File: src/rtl/count_scanner_if.sv
// rtl/count_scanner_if.sv - counter-sample inputs and LED outputs of count_scanner
//
// Purpose: bundles the counter value, tap/mode controls and the LED/step
//          outputs so the scanner and its driver share one connection.
// Ports (signals):
//   data [WIDTH-1:0]  counter value from the free-running counter
//   tap  [4:0]        index of the data bit that paces the pattern
//   mode [1:0]        0 hold, 1 rotate left, 2 bounce, 3 binary count
//   leds [LEDS-1:0]   registered LED pattern
//   step              one-cycle pulse per accepted step
// Modports: master drives data/tap/mode, slave drives leds/step.
interface count_scanner_if #(
  parameter int WIDTH = 26,
  parameter int LEDS  = 8
);
  logic [WIDTH-1:0] data;
  logic [4:0]       tap;
  logic [1:0]       mode;
  logic [LEDS-1:0]  leds;
  logic             step;

  modport master (
    output data, tap, mode,
    input  leds, step
  );

  modport slave (
    input  data, tap, mode,
    output leds, step
  );
endinterface

File: src/rtl/count_scanner.sv
// rtl/count_scanner.sv - steps an LED pattern on rising edges of a tapped counter bit
//
// Purpose: watches data[min(tap, WIDTH-1)], turns each 0->1 transition into
//          a single-cycle step, and advances the LED pattern per mode.
// Ports:
//   clk  system clock, rising edge
//   rst  synchronous active-high reset
//   bus  count_scanner_if.slave: data/tap/mode in, leds/step out (registered)
module count_scanner #(
  parameter int WIDTH = 26,
  parameter int LEDS  = 8
) (
  input  logic             clk,
  input  logic             rst,
  count_scanner_if.slave   bus
);

  typedef enum logic {
    LEFT  = 1'b0,
    RIGHT = 1'b1
  } dir_t;

  localparam logic [4:0] TAP_MAX = 5'(WIDTH - 1);

  logic [4:0]      tap_eff;
  logic            eb;
  logic            tap_chg;
  logic            edge_hit;
  logic            one_hot;
  logic [LEDS-1:0] shl;
  logic [LEDS-1:0] shr;
  logic [LEDS-1:0] rol;

  logic            smp;
  logic [4:0]      last_tap;
  logic [LEDS-1:0] leds_q;
  logic            step_q;
  dir_t            dir;

  assign tap_eff = (bus.tap > TAP_MAX) ? TAP_MAX : bus.tap;
  assign eb      = bus.data[tap_eff];

  // A tap switch compares bits from two different counter positions, so
  // that cycle only reloads smp and never counts as an edge.
  assign tap_chg  = (tap_eff != last_tap);
  assign edge_hit = eb & ~smp & ~tap_chg;

  assign one_hot = (leds_q != '0) && ((leds_q & (leds_q - 1'b1)) == '0);
  assign shl     = {leds_q[LEDS-2:0], 1'b0};
  assign shr     = {1'b0, leds_q[LEDS-1:1]};
  assign rol     = {leds_q[LEDS-2:0], leds_q[LEDS-1]};

  always_ff @(posedge clk) begin
    if (rst) begin
      leds_q   <= LEDS'(1);
      step_q   <= 1'b0;
      dir      <= LEFT;
      // smp starts high so a tap bit already set at release is not a step.
      smp      <= 1'b1;
      last_tap <= 5'd0;
    end else begin
      smp      <= eb;
      last_tap <= tap_eff;
      step_q   <= edge_hit;
      if (edge_hit) begin
        case (bus.mode)
          2'd0: begin
            leds_q <= leds_q;
          end
          2'd1: begin
            if (!one_hot) begin
              leds_q <= LEDS'(1);
              dir    <= LEFT;
            end else begin
              leds_q <= rol;
            end
          end
          2'd2: begin
            if (!one_hot) begin
              leds_q <= LEDS'(1);
              dir    <= LEFT;
            end else if (dir == LEFT) begin
              leds_q <= shl;
              // Turn around as soon as the top end lights so it shows once.
              if (shl[LEDS-1]) dir <= RIGHT;
            end else begin
              leds_q <= shr;
              if (shr[0]) dir <= LEFT;
            end
          end
          2'd3: begin
            leds_q <= leds_q + 1'b1;
          end
          default: begin
            leds_q <= leds_q;
          end
        endcase
      end
    end
  end

  assign bus.leds = leds_q;
  assign bus.step = step_q;

endmodule
File: src/flat_wrapper.sv
// flat-port wrapper written by rule: the top's interface ports become plain ports
module count_scanner_flat 
#(
  parameter int WIDTH = 26,
  parameter int LEDS  = 8
)
  (clk, rst, bus_data, bus_tap, bus_mode, bus_leds, bus_step);
  count_scanner_if #(.WIDTH(WIDTH), .LEDS(LEDS)) bus_i ();
  input  logic clk;
  input  logic rst;
  input wire logic [$bits(bus_i.data)-1:0] bus_data;
  input wire logic [$bits(bus_i.tap)-1:0] bus_tap;
  input wire logic [$bits(bus_i.mode)-1:0] bus_mode;
  output wire logic [$bits(bus_i.leds)-1:0] bus_leds;
  output wire logic [$bits(bus_i.step)-1:0] bus_step;
  assign bus_i.data = bus_data;
  assign bus_i.tap = bus_tap;
  assign bus_i.mode = bus_mode;
  assign bus_leds = bus_i.leds;
  assign bus_step = bus_i.step;
  count_scanner #(.WIDTH(WIDTH), .LEDS(LEDS)) u_core (.clk(clk), .rst(rst), .bus(bus_i));
endmodule
File: config.mk
export PLATFORM = sky130hd
export DESIGN_NAME = count_scanner_flat
export DESIGN_NICKNAME = d
export VERILOG_FILES = /design/src/rtl/count_scanner_if.sv /design/src/rtl/count_scanner.sv /design/src/flat_wrapper.sv
export SDC_FILE = /design/constraint.sdc
export NUM_CORES = 1
export LEC_CHECK = 0
export CAP_MARGIN = 20
export CORE_MARGIN = 3
export CORE_UTILIZATION = 40
export CTS_CLUSTER_SIZE = 25
export DETAILED_ROUTE_END_ITERATION = 10
export PLACE_DENSITY = 0.7
export SLEW_MARGIN = 20
export SYNTH_ARGS = -nofsm -noshare
export SYNTH_HDL_FRONTEND = slang
export SYNTH_SLANG_ARGS = --single-unit
File: constraint.sdc
create_clock -name clk -period 4.8 [get_ports clk]
set_input_delay 0.72 -clock clk [delete_from_list [all_inputs] [get_ports clk]]
set_output_delay 0.72 -clock clk [all_outputs]
set_load 0.01 [all_outputs]
==> flow_results.xml, run 1 <==
<?xml version="1.0" encoding="UTF-8"?>
<metrics>
  <group name="status">
    <metric name="outcome" unit="">completed</metric>
  </group>
  <group name="global_route">
    <metric name="globalRoute.totalOverflow" unit="">0</metric>
    <metric name="antenna_violations_before_repair" unit="">0</metric>
    <metric name="grt_start_max_net_pins" unit="">21</metric>
    <metric name="wire_length_of_the_first_global_routing_pass" unit="um">6250</metric>
    <metric name="vias_in_the_first_global_route" unit="">1382</metric>
    <metric name="global_route.usage.total" unit="%">18.1</metric>
  </group>
  <group name="yosys">
    <metric name="post_synthesis_net_count" unit="">209</metric>
    <metric name="synth_top_family_by_area" unit="">compound AO/OA/AOI/OAI gates</metric>
    <metric name="ys_seq_area_share" unit="%">22.3</metric>
    <metric name="synth_adder_area_share" unit="%">1.74</metric>
    <metric name="synthMostInstantiatedCell" unit="">sky130_fd_sc_hd__dfxtp_1</metric>
    <metric name="synth_top_cells_by_area" unit="">sky130_fd_sc_hd__dfxtp_1 (22%), sky130_fd_sc_hd__o32ai_2 (4.5%), sky130_fd_sc_hd__a21oi_1 (3.8%)</metric>
    <metric name="synth_top_cell_area_share" unit="%">22.3</metric>
    <metric name="yosys.area_share.xor_xnor" unit="%">3.05</metric>
    <metric name="synth_cells" unit="">172</metric>
    <metric name="synth_ff_type" unit="">sky130_fd_sc_hd__dfxtp_1</metric>
    <metric name="fraction_of_the_mapped_netlist_area_in_compound_gates" unit="%">33.4</metric>
    <metric name="synth_enable_flop_cells" unit="">0</metric>
    <metric name="synth_register_bits" unit="">16</metric>
    <metric name="post_synth_mux_area_share" unit="%">7.59</metric>
    <metric name="ys_top_cells_by_count" unit="">sky130_fd_sc_hd__dfxtp_1 (16), sky130_fd_sc_hd__nor2_1 (12), sky130_fd_sc_hd__a21oi_1 (11)</metric>
    <metric name="post_synth_cell_types" unit="">54</metric>
    <metric name="netlist.top_cell.by_area" unit="">sky130_fd_sc_hd__dfxtp_1</metric>
    <metric name="synth.cell_area" unit="um^2">1440</metric>
    <metric name="synth_simple_gate_area_share" unit="%">24.1</metric>
    <metric name="synth-warning-count" unit="">0</metric>
    <metric name="async_flop_share" unit="%">0</metric>
    <metric name="postSynthAreaPerCell" unit="um^2">8.34</metric>
  </group>
  <group name="critical_path">
    <metric name="worst_setup_path_end_kind" unit="">flop</metric>
    <metric name="critical_path_peak_fanout" unit="">16</metric>
    <metric name="timing.critical_path.from_type" unit="">input pin</metric>
    <metric name="critical_path_buf_inv_count" unit="">1</metric>
    <metric name="regToRegStartpoint" unit="">u_core.bus.leds[1]$_SDFFE_PP0P_</metric>
    <metric name="cp_data_arrival_time" unit="ns">3.73</metric>
    <metric name="required" unit="ns">5.00</metric>
    <metric name="worst_setup_path_startpoint" unit="">bus_tap[0]</metric>
    <metric name="timing.setup.critical_path_class" unit="">in -&gt; reg</metric>
    <metric name="crit_chain" unit="">clkdlybuf4s50_1 -&gt; mux4_2 -&gt; a211o_1 -&gt; a41o_1 -&gt; o211ai_2 -&gt; or4b_1 -&gt; a211oi_1 -&gt; a211o_2</metric>
    <metric name="gate_family_responsible_for_the_most_delay_along_the_worst_path" unit="">compound AO/OA/AOI/OAI gates</metric>
    <metric name="cpPeakStageDelay" unit="ns">0.86</metric>
    <metric name="critical_path_depth" unit="">8</metric>
    <metric name="r2r.worst_path.cells" unit="">9</metric>
    <metric name="slowest_cell_on_the_critical_path" unit="">sky130_fd_sc_hd__clkdlybuf4s50_1</metric>
  </group>
  <group name="job">
    <metric name="maxCapViolations" unit="">0</metric>
  </group>
  <group name="clocking">
    <metric name="clkTransAtPathRegs" unit="ns">0.10</metric>
    <metric name="tritoncts_num_sinks" unit="">16</metric>
    <metric name="hold_buffers" unit="">0</metric>
    <metric name="ctsLongestPathBuffers" unit="">2</metric>
    <metric name="cts_made_buffers" unit="">3</metric>
    <metric name="htreeDepth" unit="">1</metric>
    <metric name="tritoncts" unit="">yes</metric>
    <metric name="post_cts_buffers" unit="">0</metric>
    <metric name="cts_repair_resize_count" unit="">0</metric>
    <metric name="clk_latency_worst_skew_pair" unit="ns">0.29</metric>
    <metric name="clock_tree.root_cell" unit="">sky130_fd_sc_hd__clkbuf_4</metric>
  </group>
  <group name="detailed_routing">
    <metric name="drtIter0Drc" unit="">130</metric>
    <metric name="drcViolationCount" unit="">0</metric>
    <metric name="num_vias" unit="">1404</metric>
    <metric name="finalWirelength" unit="um">3640</metric>
    <metric name="drtAntennaViolNets" unit="">0</metric>
    <metric name="avgRoutedWirePerCell" unit="um">14.6</metric>
    <metric name="firstDrtPassIters" unit="">4</metric>
    <metric name="drt-vias-per-instance" unit="">5.64</metric>
  </group>
  <group name="cells_and_area">
    <metric name="antenna_cells" unit="">0</metric>
    <metric name="post_layout_nonfiller_instances" unit="">249</metric>
    <metric name="post_route_cells_drive_above_1_share" unit="%">11.8</metric>
    <metric name="filler_cell_count" unit="">308</metric>
    <metric name="nNetsFinal" unit="">241</metric>
    <metric name="final_design_area_no_fill" unit="um^2">1870</metric>
    <metric name="synthToLayoutAreaGrowth" unit="%">30.3</metric>
  </group>
  <group name="power">
    <metric name="p_leak" unit="nW">0.660</metric>
    <metric name="power.density" unit="nW/um^2">165</metric>
    <metric name="irDropWorstVdd" unit="mV">0.0951</metric>
    <metric name="p_total" unit="mW">0.309</metric>
  </group>
  <group name="placed_design">
    <metric name="buffer_ports.inserted" unit="">43</metric>
    <metric name="routabilityCongestion" unit="">0.828</metric>
    <metric name="dp.final_hpwl" unit="um">2850</metric>
    <metric name="placement.cell_area" unit="um^2">1830</metric>
    <metric name="place.detailed.instances" unit="">245</metric>
  </group>
  <group name="sta">
    <metric name="worst_slew_pin_slew" unit="ns">0.798</metric>
    <metric name="timing.hold.ws" unit="ns">0.593</metric>
    <metric name="timing.clock.skew" unit="ns">0.0138</metric>
    <metric name="hold_violations" unit="">0</metric>
    <metric name="timing.fmax" unit="MHz">283</metric>
    <metric name="max_slew_headroom" unit="%">46.6</metric>
    <metric name="setup-tns-final" unit="ns">0</metric>
    <metric name="setup_repair_after_global_routing_missed_its_margin" unit="">no</metric>
    <metric name="report.final.slew_viol_count" unit="">0</metric>
    <metric name="fin_crit_sh" unit="%">73.7</metric>
    <metric name="timing.final.crit_period" unit="ns">3.54</metric>
    <metric name="setup_viol_count_final" unit="">0</metric>
  </group>
  <group name="floorplan">
    <metric name="floorplan.die_area" unit="um^2">4340</metric>
    <metric name="start_util" unit="%">42.3</metric>
    <metric name="core_region_area" unit="um^2">3390</metric>
    <metric name="io-pin-count" unit="">44</metric>
    <metric name="die_y" unit="um">65.9</metric>
    <metric name="placementRows" unit="">21</metric>
    <metric name="dieWidth" unit="um">65.9</metric>
  </group>
  <group name="hold_path">
    <metric name="holdCritPathClass" unit="">reg -&gt; reg</metric>
    <metric name="holdCritStartpoint" unit="">u_core.dir$_SDFFE_PP0P_</metric>
    <metric name="hold-path-cell-count" unit="">2</metric>
  </group>
</metrics>
-- layer usage --
layer | vias to the layer above | part of all wire [%] | track usage, %
met4 | 0 | 0.66 | 3.11
met2 | 42 | 48 | 29.7
met3 | 4 | 5.5 | 3.57
met5 | - | 0 | 0
li1 | 708 | - | -
met1 | 650 | 46 | 24.6
-- cell usage in the layout, fill, tap and decap left out, types with 3 or more instances in the layout --
| cell | synthesis | layout |
|---|---|---|
| sky130_fd_sc_hd__mux2i_1 | 3 | 3 |
| sky130_fd_sc_hd__nor3_1 | 4 | 4 |
| sky130_fd_sc_hd__o21ai_0 | 3 | 3 |
| sky130_fd_sc_hd__nand3_1 | 6 | 6 |
| sky130_fd_sc_hd__o32ai_2 | 4 | 4 |
| sky130_fd_sc_hd__a22oi_1 | 7 | 7 |
| sky130_fd_sc_hd__o32a_1 | 5 | 5 |
| sky130_fd_sc_hd__nand2b_1 | 4 | 4 |
| sky130_fd_sc_hd__inv_1 | 6 | 6 |
| sky130_fd_sc_hd__a211oi_1 | 4 | 4 |
| sky130_fd_sc_hd__nor2_1 | 12 | 12 |
| sky130_fd_sc_hd__xnor2_1 | 5 | 5 |
| sky130_fd_sc_hd__a21oi_1 | 11 | 11 |
| sky130_fd_sc_hd__and2_1 | 4 | 4 |
| sky130_fd_sc_hd__nand2_1 | 10 | 10 |
| sky130_fd_sc_hd__nor2b_1 | 7 | 7 |
| sky130_fd_sc_hd__clkdlybuf4s50_1 | 0 | 43 |
| sky130_fd_sc_hd__dfxtp_1 | 16 | 16 |
| sky130_fd_sc_hd__clkbuf_4 | 0 | 3 |
-- final cells by class --
class | instances | area [um^2] | share of cell area [%]
Multi-Input combinational cell | 134 | 1000 | 53.6
Timing Repair Buffer | 43 | 430 | 23.0
Sequential cell | 16 | 320 | 17.1
Tap cell | 46 | 57.6 | 3.08
Clock buffer | 4 | 36.3 | 1.94
Inverter | 6 | 22.5 | 1.20
-- final timing paths --
check | endpoint | slack (ns)
setup / recovery | u_core.bus.leds[0]$_SDFFE_PP1P_ | 1.26
hold / removal | u_core.dir$_SDFFE_PP0P_ | 0.59
setup reg to reg | u_core.bus.leds[0]$_SDFFE_PP1P_ | 2.09
hold reg to reg | u_core.dir$_SDFFE_PP0P_ | 0.59
-- cell families after synthesis --
kind of cell / count (synthesis)
XOR/XNOR: 5
AND/OR/NAND/NOR: 62
buffers and inverters: 22
multiplexers: 8
AO/OA/AOI/OAI: 57
flip-flops: 16
adder cells (fa/ha/maj): 2
-- worst reg2reg max path, cell delays in order (launching register included) --
cell,delay [ns]
sky130_fd_sc_hd__dfxtp_1,0.42
sky130_fd_sc_hd__inv_1,0.15
sky130_fd_sc_hd__ha_1,0.22
sky130_fd_sc_hd__or3b_2,0.46
sky130_fd_sc_hd__a21oi_1,0.16
sky130_fd_sc_hd__a31oi_1,0.05
sky130_fd_sc_hd__or4_1,0.60
sky130_fd_sc_hd__nor2_1,0.17
sky130_fd_sc_hd__a211oi_1,0.06
sky130_fd_sc_hd__a211o_2,0.32
-- flip-flops by register name, summed over array words and instances (netlist names) --
name,count
u_core.bus.leds,8
u_core.last_tap,5
u_core.bus.step,1
u_core.dir,1
u_core.smp,1
-- stage by stage --
stage                     utilization, %  worst slack (ns)
final                               55.1              1.26
after global routing                55.1              1.11
after CTS                           55.1              1.27
after detailed placement            54.1             0.965
after global placement              54.1              1.01
after floorplan                        -              2.15
-- where the power goes --
part,internal (mW),switching [mW]
registers,0.136,0.00201
logic,0.0471,0.0336
clock network,0.0462,0.0442
Note: power is estimated with default switching activity, not from simulation.
==> run 2, diff against run 1 <==
- clock period: 4.8 -> 3.4 ns (I/O delays scaled with it)
==> flow_results.xml, run 2 (synthesis results as in run 1) <==
<?xml version="1.0" encoding="UTF-8"?>
<metrics>
  <group name="status">
    <metric name="outcome" unit="">completed</metric>
  </group>
  <group name="detailed_routing">
    <metric name="avgRoutedWirePerCell" unit="um">14.4</metric>
    <metric name="drtIter0Drc" unit="">93</metric>
    <metric name="drtAntennaViolNets" unit="">0</metric>
    <metric name="firstDrtPassIters" unit="">4</metric>
    <metric name="finalWirelength" unit="um">3630</metric>
    <metric name="drt-vias-per-instance" unit="">5.72</metric>
    <metric name="drcViolationCount" unit="">0</metric>
    <metric name="num_vias" unit="">1442</metric>
  </group>
  <group name="sta">
    <metric name="report.final.slew_viol_count" unit="">0</metric>
    <metric name="timing.clock.skew" unit="ns">0.00331</metric>
    <metric name="setup_viol_count_final" unit="">0</metric>
    <metric name="worst_slew_pin_slew" unit="ns">0.791</metric>
    <metric name="setup-tns-final" unit="ns">0</metric>
    <metric name="fin_crit_sh" unit="%">89.6</metric>
    <metric name="max_slew_headroom" unit="%">47.1</metric>
    <metric name="timing.final.crit_period" unit="ns">3.05</metric>
    <metric name="timing.fmax" unit="MHz">328</metric>
    <metric name="hold_violations" unit="">0</metric>
    <metric name="setup_repair_after_global_routing_missed_its_margin" unit="">no</metric>
    <metric name="timing.hold.ws" unit="ns">0.601</metric>
  </group>
  <group name="cells_and_area">
    <metric name="final_common_cell" unit="">sky130_fd_sc_hd__clkdlybuf4s50_1</metric>
    <metric name="synthToLayoutAreaGrowth" unit="%">31.4</metric>
    <metric name="post_route_cells_drive_above_1_share" unit="%">13.1</metric>
    <metric name="most-common-layout-cells" unit="">sky130_fd_sc_hd__clkdlybuf4s50_1 (43), sky130_fd_sc_hd__dfxtp_1 (16), sky130_fd_sc_hd__nor2_1 (12)</metric>
    <metric name="nNetsFinal" unit="">245</metric>
    <metric name="filler_cell_count" unit="">310</metric>
    <metric name="largest_register_ff_count" unit="">8</metric>
    <metric name="antenna_cells" unit="">0</metric>
  </group>
  <group name="global_route">
    <metric name="gr-usage-met3" unit="%">3.57</metric>
    <metric name="vias_in_the_first_global_route" unit="">1335</metric>
    <metric name="met1_usage" unit="%">21.5</metric>
    <metric name="global_route.usage.total" unit="%">17.3</metric>
    <metric name="antenna_violations_before_repair" unit="">0</metric>
    <metric name="top_usage_layer" unit="">met2</metric>
    <metric name="globalRouteMet2Util" unit="%">30.7</metric>
    <metric name="globalRoute.totalOverflow" unit="">0</metric>
    <metric name="grt_start_max_net_pins" unit="">21</metric>
    <metric name="wire_length_of_the_first_global_routing_pass" unit="um">6040</metric>
  </group>
  <group name="floorplan">
    <metric name="placementRows" unit="">21</metric>
    <metric name="core_region_area" unit="um^2">3390</metric>
    <metric name="start_util" unit="%">42.3</metric>
    <metric name="dieWidth" unit="um">65.9</metric>
    <metric name="die_y" unit="um">65.9</metric>
    <metric name="floorplan.die_area" unit="um^2">4340</metric>
    <metric name="io-pin-count" unit="">44</metric>
  </group>
  <group name="placed_design">
    <metric name="dp.final_hpwl" unit="um">2880</metric>
    <metric name="routabilityCongestion" unit="">0.837</metric>
    <metric name="buffer_ports.inserted" unit="">43</metric>
  </group>
  <group name="clocking">
    <metric name="ctsLongestPathBuffers" unit="">2</metric>
    <metric name="htreeDepth" unit="">1</metric>
    <metric name="tritoncts" unit="">yes</metric>
    <metric name="post_cts_buffers" unit="">0</metric>
    <metric name="hold_buffers" unit="">0</metric>
    <metric name="clock_tree.root_cell" unit="">sky130_fd_sc_hd__clkbuf_4</metric>
    <metric name="clkTransAtPathRegs" unit="ns">0.09</metric>
    <metric name="cts_made_buffers" unit="">3</metric>
    <metric name="tritoncts_num_sinks" unit="">16</metric>
    <metric name="clk_latency_worst_skew_pair" unit="ns">0.27</metric>
    <metric name="cts_repair_resize_count" unit="">0</metric>
  </group>
  <group name="critical_path">
    <metric name="reg_to_reg_setup_timing_slack" unit="ns">0.72</metric>
    <metric name="timing.critical_path.from_type" unit="">input pin</metric>
    <metric name="required" unit="ns">3.59</metric>
    <metric name="timing.setup.critical_path_class" unit="">in -&gt; reg</metric>
    <metric name="critical_path_peak_fanout" unit="">11</metric>
    <metric name="worst_setup_path_end_kind" unit="">flop</metric>
    <metric name="cp_data_arrival_time" unit="ns">3.23</metric>
  </group>
  <group name="hold_path">
    <metric name="holdCritPathClass" unit="">reg -&gt; reg</metric>
  </group>
  <group name="power">
    <metric name="p_leak" unit="nW">0.672</metric>
    <metric name="power.density" unit="nW/um^2">216</metric>
    <metric name="p_total" unit="mW">0.406</metric>
    <metric name="irDropWorstVdd" unit="mV">0.138</metric>
  </group>
  <group name="job">
    <metric name="maxCapViolations" unit="">0</metric>
  </group>
</metrics>
-- run 2: cell count changes in the layout (fill, tap and decap cells not counted), sizes merged --
| cell | delta |
|---|---|
| buf | +4 |
| clkbuf | -1 |
-- run 2: layer usage --
layer | up-vias | wire length (um)
met4 | 0 | 17
met1 | 676 | 1610
met2 | 46 | 1830
li1 | 718 | -
met5 | - | 0
met3 | 2 | 162
-- run 2: worst max-delay path: stages --
cell	delay, ns
sky130_fd_sc_hd__clkdlybuf4s50_1	0.72
sky130_fd_sc_hd__nand3_1	0.22
sky130_fd_sc_hd__and2_1	0.21
sky130_fd_sc_hd__mux4_2	0.44
sky130_fd_sc_hd__o22ai_1	0.29
sky130_fd_sc_hd__or4b_1	0.32
sky130_fd_sc_hd__buf_4	0.24
sky130_fd_sc_hd__nor2_1	0.07
sky130_fd_sc_hd__a211oi_2	0.19
-- run 2: path summary, 6_finish.rpt --
path / startpoint / endpoint / depth (start not counted)
max: bus_tap[4] / u_core.bus.leds[7]$_SDFFE_PP0P_ / 9
min: u_core.dir$_SDFFE_PP0P_ / u_core.dir$_SDFFE_PP0P_ / 2
max reg2reg: u_core.bus.leds[1]$_SDFFE_PP0P_ / u_core.bus.leds[0]$_SDFFE_PP1P_ / 9
min reg2reg: u_core.dir$_SDFFE_PP0P_ / u_core.dir$_SDFFE_PP0P_ / 2
-- run 2: layout make-up --
type | instances | area, um^2 | share of cell area, %
tap | 46 | 57.6 | 3.05
timing repair buffer | 47 | 460 | 24.4
inverter | 6 | 22.5 | 1.19
sequential | 16 | 320 | 17.0
clock buffer | 3 | 22.5 | 1.19
multi-input combinational | 134 | 1000 | 53.2
-- run 2: metrics by stage --
step / setup slack (ns) / cells / cell area (um^2) / utilization [%]
2_1_floorplan: 0.958 / 172 / 1440 / -
3_3_place_gp: 0.182 / 249 / 1860 / 55.0
3_5_place_dp: 0.103 / 249 / 1860 / 55.0
4_1_cts: 0.377 / 252 / 1890 / 55.6
5_1_grt: 0.197 / 252 / 1890 / 55.6
6_report: 0.355 / 252 / 1890 / 55.6
-- run 2: report_power, final --
group | switching [mW] | total, mW | internal, mW
combinational | 0.0478 | 0.116 | 0.0687
sequential | 0.00292 | 0.195 | 0.192
clock | 0.0539 | 0.0949 | 0.0410
==> run 3, diff against run 2 <==
- CTS_CLUSTER_DIAMETER: unset -> 120
- PLACE_DENSITY: 0.7 -> 0.73
- clock period: 3.4 -> 2.8 ns (I/O delays scaled with it)
==> flow_results.xml, run 3 (synthesis results as in run 1) <==
<?xml version="1.0" encoding="UTF-8"?>
<metrics>
  <group name="cells_and_area">
    <metric name="seq_area" unit="um^2">320</metric>
    <metric name="layout.core_utilization" unit="%">60.4</metric>
    <metric name="largest_register_ff_count" unit="">8</metric>
    <metric name="antenna_cells" unit="">0</metric>
    <metric name="final_common_cell" unit="">sky130_fd_sc_hd__clkdlybuf4s50_1</metric>
    <metric name="filler_cell_count" unit="">283</metric>
    <metric name="multiInputGateArea" unit="um^2">1000</metric>
    <metric name="most-common-layout-cells" unit="">sky130_fd_sc_hd__clkdlybuf4s50_1 (43), sky130_fd_sc_hd__buf_4 (21), sky130_fd_sc_hd__dfxtp_1 (16)</metric>
    <metric name="synthToLayoutAreaGrowth" unit="%">42.6</metric>
    <metric name="post_route_cells_drive_above_1_share" unit="%">20.4</metric>
    <metric name="nNetsFinal" unit="">263</metric>
    <metric name="post_layout_nonfiller_instances" unit="">271</metric>
  </group>
  <group name="sta">
    <metric name="timing.final.crit_period" unit="ns">2.71</metric>
    <metric name="report.final.slew_viol_count" unit="">0</metric>
    <metric name="worst_slew_pin_slew" unit="ns">0.773</metric>
    <metric name="timing.hold.ws" unit="ns">0.537</metric>
    <metric name="setup_viol_count_final" unit="">0</metric>
    <metric name="fin_crit_sh" unit="%">96.7</metric>
    <metric name="hold_violations" unit="">0</metric>
    <metric name="layout_setup_ws" unit="ns">0.0915</metric>
    <metric name="setup_repair_after_global_routing_missed_its_margin" unit="">no</metric>
    <metric name="timing.clock.skew" unit="ns">0.000909</metric>
    <metric name="timing.fmax" unit="MHz">369</metric>
    <metric name="max_slew_headroom" unit="%">48.3</metric>
  </group>
  <group name="power">
    <metric name="power.density" unit="nW/um^2">267</metric>
    <metric name="p_leak" unit="nW">0.773</metric>
    <metric name="irDropWorstVdd" unit="mV">0.109</metric>
  </group>
  <group name="hold_path">
    <metric name="holdCritPathClass" unit="">reg -&gt; reg</metric>
    <metric name="hold-path-cell-count" unit="">2</metric>
  </group>
  <group name="clocking">
    <metric name="clk_latency_worst_skew_pair" unit="ns">0.28</metric>
    <metric name="clock_tree.root_cell" unit="">sky130_fd_sc_hd__clkbuf_4</metric>
    <metric name="cts_made_buffers" unit="">3</metric>
    <metric name="tritoncts" unit="">yes</metric>
    <metric name="tritoncts_num_sinks" unit="">16</metric>
    <metric name="ctsLongestPathBuffers" unit="">2</metric>
    <metric name="clkTransAtPathRegs" unit="ns">0.09</metric>
    <metric name="post_cts_buffers" unit="">0</metric>
    <metric name="hold_buffers" unit="">0</metric>
    <metric name="cts_repair_resize_count" unit="">0</metric>
    <metric name="htreeDepth" unit="">1</metric>
  </group>
  <group name="placed_design">
    <metric name="place.detailed.instances" unit="">267</metric>
    <metric name="preCtsSetupSlack" unit="ns">-0.207</metric>
    <metric name="dp.final_hpwl" unit="um">3160</metric>
    <metric name="buffer_ports.inserted" unit="">43</metric>
    <metric name="routabilityCongestion" unit="">0.943</metric>
  </group>
  <group name="global_route">
    <metric name="grt_start_max_net_pins" unit="">21</metric>
    <metric name="global_route.usage.total" unit="%">19.5</metric>
    <metric name="vias_in_the_first_global_route" unit="">1534</metric>
    <metric name="antenna_violations_before_repair" unit="">0</metric>
    <metric name="wire_length_of_the_first_global_routing_pass" unit="um">6850</metric>
    <metric name="globalRoute.totalOverflow" unit="">0</metric>
  </group>
  <group name="floorplan">
    <metric name="placementRows" unit="">21</metric>
    <metric name="start_util" unit="%">42.3</metric>
    <metric name="floorplan.die_area" unit="um^2">4340</metric>
    <metric name="die_y" unit="um">65.9</metric>
    <metric name="dieWidth" unit="um">65.9</metric>
    <metric name="io-pin-count" unit="">44</metric>
    <metric name="core_region_area" unit="um^2">3390</metric>
  </group>
  <group name="critical_path">
    <metric name="worst_setup_path_end_kind" unit="">flop</metric>
    <metric name="regToRegStartpoint" unit="">u_core.bus.leds[1]$_SDFFE_PP0P_</metric>
    <metric name="r2r_end" unit="">u_core.bus.leds[0]$_SDFFE_PP1P_</metric>
    <metric name="slowest_cell_on_the_critical_path" unit="">sky130_fd_sc_hd__clkdlybuf4s50_1</metric>
    <metric name="cp_data_arrival_time" unit="ns">2.88</metric>
    <metric name="crit_chain" unit="">clkdlybuf4s50_1 -&gt; nand3_1 -&gt; and2_1 -&gt; mux4_2 -&gt; o22ai_1 -&gt; or4b_1 -&gt; buf_12 -&gt; a211oi_1 -&gt; a211o_2</metric>
    <metric name="timing.critical_path.from_type" unit="">input pin</metric>
    <metric name="critical_path_depth" unit="">9</metric>
    <metric name="r2r.worst_path.cells" unit="">9</metric>
    <metric name="critical_path_buf_inv_count" unit="">2</metric>
    <metric name="reg_to_reg_setup_timing_slack" unit="ns">0.23</metric>
    <metric name="timing.setup.critical_path_class" unit="">in -&gt; reg</metric>
    <metric name="cpPeakStageDelay" unit="ns">0.61</metric>
    <metric name="critical_path_peak_fanout" unit="">16</metric>
    <metric name="gate_family_responsible_for_the_most_delay_along_the_worst_path" unit="">buffers and inverters</metric>
    <metric name="critPathCapture" unit="">u_core.bus.leds[0]$_SDFFE_PP1P_</metric>
    <metric name="worst_setup_path_startpoint" unit="">bus_tap[3]</metric>
    <metric name="required" unit="ns">2.98</metric>
  </group>
  <group name="detailed_routing">
    <metric name="drtIter0Drc" unit="">117</metric>
    <metric name="firstDrtPassIters" unit="">4</metric>
    <metric name="avgRoutedWirePerCell" unit="um">14.6</metric>
    <metric name="num_vias" unit="">1489</metric>
    <metric name="drt-vias-per-instance" unit="">5.49</metric>
    <metric name="finalWirelength" unit="um">3960</metric>
    <metric name="drcViolationCount" unit="">0</metric>
    <metric name="drtAntennaViolNets" unit="">0</metric>
  </group>
  <group name="status">
    <metric name="outcome" unit="">completed</metric>
  </group>
  <group name="job">
    <metric name="maxCapViolations" unit="">0</metric>
  </group>
</metrics>
## run 3: cell count changes in the layout (fill, tap and decap cells not counted), sizes merged
cell | previous run | this run
buf | 4 | 22
clkbuf | 3 | 4
## run 3: how the worst min path moves through the flow
| stage | from | to | slack (ns) |
|---|---|---|---|
| 6_report | u_core.bus.leds[1]$_SDFFE_PP0P_ | u_core.bus.leds[1]$_SDFFE_PP0P_ | 0.54 |
| 5_1_grt | u_core.bus.leds[1]$_SDFFE_PP0P_ | u_core.bus.leds[1]$_SDFFE_PP0P_ | 0.57 |
| 4_1_cts | u_core.bus.leds[1]$_SDFFE_PP0P_ | u_core.bus.leds[1]$_SDFFE_PP0P_ | 0.54 |
| 3_5_place_dp | u_core.bus.leds[1]$_SDFFE_PP0P_ | u_core.bus.leds[1]$_SDFFE_PP0P_ | 0.53 |
| 3_3_place_gp | u_core.bus.leds[1]$_SDFFE_PP0P_ | u_core.bus.leds[1]$_SDFFE_PP0P_ | 0.51 |
| 2_1_floorplan | u_core.dir$_SDFFE_PP0P_ | u_core.dir$_SDFFE_PP0P_ | 0.54 |
## run 3: routing by layer
metal / wire (um) / global-route usage [%] / vias to the layer above
li1: - / - / 751
met3: 163 / 1.87 / 2
met2: 1960 / 33.4 / 43
met1: 1810 / 26.2 / 693
met4: 23 / 4.40 / 0
met5: 0 / 0 / -
## run 3: report_power, final
part	leakage [nW]	switching (mW)	internal, mW
registers	0.130	0.00313	0.233
clock network	0.0210	0.0713	0.0790
logic	0.622	0.0625	0.0971
total	0.773	0.137	0.409
## run 3: metrics by stage
step | power [mW] | setup TNS, ns | instance area (um^2)
after global routing | 0.582 | 0 | 2050
after detailed placement | 0.401 | -0.935 | 2010
final | 0.546 | 0 | 2050
after floorplan | 0.321 | 0 | 1440
after global placement | 0.397 | -0.609 | 2010
after CTS | 0.554 | 0 | 2050
## run 3: worst min-delay path, stage by stage, from the launching register on
cell and delay (ns):
sky130_fd_sc_hd__dfxtp_1 0.32, sky130_fd_sc_hd__inv_1 0.10, sky130_fd_sc_hd__a211oi_2 0.07
## run 3: layout make-up
cell class	count	share of cell area [%]
tap	46	2.81
timing repair buffer	65	29.7
sequential	16	15.6
clock buffer	4	1.77
inverter	6	1.10
multi-input combinational	134	49.0
